### config.mk
export PLATFORM = sky130hd
export DESIGN_NAME = e_74ls148_latched
export DESIGN_NICKNAME = d
export VERILOG_FILES = /design/src/rtl/e_74ls148_latched.sv
export SDC_FILE = /design/constraint.sdc
export NUM_CORES = 1
export LEC_CHECK = 0
export ABC_AREA = 1
export CORE_UTILIZATION = 43
export DETAILED_ROUTE_END_ITERATION = 10
export GPL_TIMING_DRIVEN = 0
export PLACE_DENSITY = 0.82
export SKIP_CTS_REPAIR_TIMING = 1
export SLEW_MARGIN = 20
export SYNTH_ARGS = -nofsm -noshare
export SYNTH_HDL_FRONTEND = slang
export SYNTH_SLANG_ARGS = --single-unit
### constraint.sdc
create_clock -name clk -period 1.1 [get_ports clk]
set_input_delay 0.165 -clock clk [delete_from_list [all_inputs] [get_ports clk]]
set_output_delay 0.165 -clock clk [all_outputs]
set_load 0.01 [all_outputs]
### src/rtl/e_74ls148_latched.sv
// Registered 8-to-3 priority encoder with 74LS148-style active-low pins.
// Falling requests are held in a pending register and presented one code at a time until ACK clears them.
module e_74ls148_latched #(
  parameter bit LATCH = 1'b1
) (
  input  logic       clk,
  input  logic       rst_n,
  input  logic       ei_n,
  input  logic [7:0] i_n,
  input  logic       ack,
  output logic [2:0] a_n,
  output logic       gs_n,
  output logic       eo_n,
  output logic [7:0] pend
);

  typedef enum logic {IDLE, VALID} state_t;

  state_t     state;
  logic [7:0] s1, s2;
  logic       ei_q;
  logic [2:0] code;
  logic [2:0] top_idx;
  logic [7:0] rise;
  logic [7:0] clr;

  assign rise = s1 & ~s2;

  // Ascending scan: the last set bit found is the highest priority one.
  always_comb begin
    top_idx = 3'd0;
    for (int k = 0; k < 8; k++) begin
      if (pend[k]) top_idx = 3'(k);
    end
  end

  // An abort (ei_q high) takes precedence over ACK, so nothing is cleared then.
  always_comb begin
    clr = 8'h00;
    if (state == VALID && !ei_q && ack) clr[code] = 1'b1;
  end

  always_ff @(posedge clk or negedge rst_n) begin
    if (!rst_n) begin
      s1    <= 8'h00;
      s2    <= 8'h00;
      ei_q  <= 1'b1;
      pend  <= 8'h00;
      state <= IDLE;
      code  <= 3'd0;
    end else begin
      s1   <= ~i_n;
      s2   <= s1;
      ei_q <= ei_n;
      // Set wins over clear when a fresh edge lands on the acknowledged bit.
      pend <= LATCH ? ((pend & ~clr) | rise) : s1;
      case (state)
        IDLE: begin
          if (!ei_q && pend != 8'h00) begin
            code  <= top_idx;
            state <= VALID;
          end
        end
        VALID: begin
          if (ei_q)     state <= IDLE;
          else if (ack) state <= IDLE;
        end
        default: state <= IDLE;
      endcase
    end
  end

  assign gs_n = (state != VALID);
  assign a_n  = (state == VALID) ? ~code : 3'b111;
  assign eo_n = !(state == IDLE && pend == 8'h00 && !ei_q);

endmodule

==> flow_summary.yaml <==
outcome:
  status: "finished with violations"
  failed_checks: "setup timing"
synthesis:
  synth_mux_area_frac: 0
  syn_nets: 122
  synth_top_family_by_area: "simple AND/OR/NAND/NOR gates"
  netlist_instances: 110
  synth_fa_ha_area_frac: 0
  synth_common_cells: "29 x inv_1, 28 x dfrtp_1, 20 x o21ai_1"
  ys_warn_count: 0
  ys_seq_area_frac: 0.668
  ys_types: 12
  synth_seq_cells: 29
  synthArstFlopShare: 1.00
  synthFlopType: "dfrtp_1"
  syn_avg_cell_area_um2: 9.90
  synth_top_area_cell: "dfrtp_1"
  synth-compound-area-share: 0.0966
  synth_most_common_cell: "inv_1"
  yosys-top-cells-area: "dfrtp_1 64%, inv_1 10%, o21ai_1 9.2%"
  netlist_area_um2: 1090
  synthSimpleGateAreaFrac: 0.136
  synth.top_cell.area_share: 0.644
  synth_xor_area_frac: 0
  synth_edf_count: 0
cts:
  htreeDepth: 2
  root_buffer: "clkbuf_4"
  clkTransAtPathRegs_ps: 90
  clkLatencyLatePin_ps: 330
  tritoncts: "done"
  clockBufferDepth: 2
  cts_made_buffers: 5
  clock_sinks: 29
layout:
  fin_util: 0.682
  num-nets-final: 164
  drive_gt1_frac: 0.340
  num_antenna_cells: 0
  syn_to_final_growth_pct: 43.9
global_route:
  grt_max_degree: 30
  first_global_vias: 771
  grt_pass1_wl_um: 3130
  track_usage: 0.168
  antenna_found_initial: 0
  grt_overflow_total: 0
power_and_ir_drop:
  ir_drop_uv: 1180
  power_density_nw_per_um2: 1560
  clockPowerShare: 0.364
  seqPwrFrac: 0.489
  switching_power_mw: 0.595
  p_leak_nw: 0.795
  power.share.switching: 0.243
  comb_power_share: 0.147
  p_int_mw: 1.85
timing:
  hold_viol_final: 0
  finalWorstSetupSlack_ps: -372
  timing.fmax_mhz: 680
  tns_ps: -1210
  drv_slew: 0
  relSlewSlack: 0.583
  setup_viol: 18
  tightest_slew_ps: 626
  fin_crit_ps: 1470
  holdWs_ps: 255
  skew_ps: 6.14
  timing.final.crit_share: 1.34
  rsz0062_at_grt: "true"
run:
  maxCapViolCount: 0
route:
  drcViolationCount: 0
  drtIter0Drc: 2
  avgViaCountPerCell: 4.64
  avgRoutedWirePerCell_um: 11.4
  firstDrtPassIters: 3
  vias: 840
  antenna_left: 0
  drt-total-wl_um: 2060
setup_path:
  start_kind: "flop"
  timing.critical_path.buf_inv: 1
  path_max_fanout: 2
  rrSetupSlack_ps: -140
  critPathKind: "reg2out"
  cp-end-kind: "primary output"
  regToRegEndpoint: "state"
  critical-path-top-delay-family: "simple AND/OR/NAND/NOR gates"
  crit_slowest_cell: "dfrtp_1"
  required_ps: 940
  crit_arrival_ps: 1310
  ff2ff_path_depth: 5
  rr_startpoint: "pend[4]"
  path_cells: "nor2_2, nand3_2, nor2_4, nand2_1, clkbuf_2"
  slowest_delay_ps: 400
floorplanning:
  die_y_um: 52.3
  dieArea_um2: 2740
  die_x_um: 52.3
  io_pins: 25
  core_um2: 2300
  num_rows: 17
  start_util: 0.474
hold_path:
  hp-class: "in2reg"
  worstHoldPathCells: 1
  worstHoldEndpoint: "ei_q"
  min_from: "ei_n"
placement:
  port_buffers: 24
  gp_congestion: 0.899
  dp_hpwl_um: 1320
## kinds of logic (layout without fill, tap and decap cells)
family	count (synthesis)	in the layout
and+or+nand+nor	31	31
buffers and inverters	29	72
AOI/OAI and AO/OA	21	21
DFF	29	29
## sequential cells by signal, summed over array words and instances, names as in the netlist
register and cells:
state 1, pend 8, code 3, s2 8
s1 8, ei_q 1
## how the worst max path moves through the flow
| stage | startpoint | endpoint | cells past startpoint |
|---|---|---|---|
| after floorplan | pend[5] | code[1] | 6 |
| after global placement | rst_n | s1[3] | 1 |
| after detailed placement | pend[5] | eo_n | 5 |
| after CTS | pend[5] | eo_n | 5 |
| after global routing | pend[0] | eo_n | 5 |
| final | pend[4] | eo_n | 5 |
## cell type report
type | instances | area [um^2]
Clock inverter | 1 | 30.0
Multi-Input combinational cell | 52 | 317
Tap cell | 28 | 35.0
Sequential cell | 29 | 728
Fill cell | 190 | 731
Inverter | 29 | 109
Clock buffer | 7 | 55.1
Timing Repair Buffer | 35 | 293
## layout by cell type, fill, tap and decap left out, types with 2 or more instances in the layout
cell type	n
inv_1	28
dfrtp_1	27
nand2_1	17
o21ai_1	13
clkdlybuf4s50_1	10
o21ai_2	7
clkbuf_2	7
buf_4	7
buf_6	6
clkbuf_4	5
nand2_4	4
nor2_2	3
buf_2	3
nor2_4	2
nand3_2	2
## power groups by stage
stage	sequential [mW]	combinational [mW]	clock (mW)
detailed placement	1.22	0.276	0
CTS	1.19	0.278	0.914
global route	1.20	0.397	0.952
global placement	1.21	0.270	0
finish	1.20	0.360	0.889
floorplan	1.21	0.122	0
## layer usage
layer  share of wire  routed length, um  GRT usage  vias up
li1                -                  -          -      411
met1            0.40                831      0.191      398
met2            0.52               1070      0.266       25
met3           0.054                112     0.0522        6
met4           0.025                 52      0.118        0
met5               0                  0          0        -
## stage by stage
step	instance area, um^2	cells	power (mW)	setup slack (ps)
after detailed placement	1360	162	1.49	-460
after CTS	1440	170	2.39	-842
final	1570	181	2.44	-372
after floorplan	1090	110	1.33	29.2
after global placement	1360	162	1.48	-476
after global routing	1570	181	2.55	-456
(Power assumes the default switching activity.)
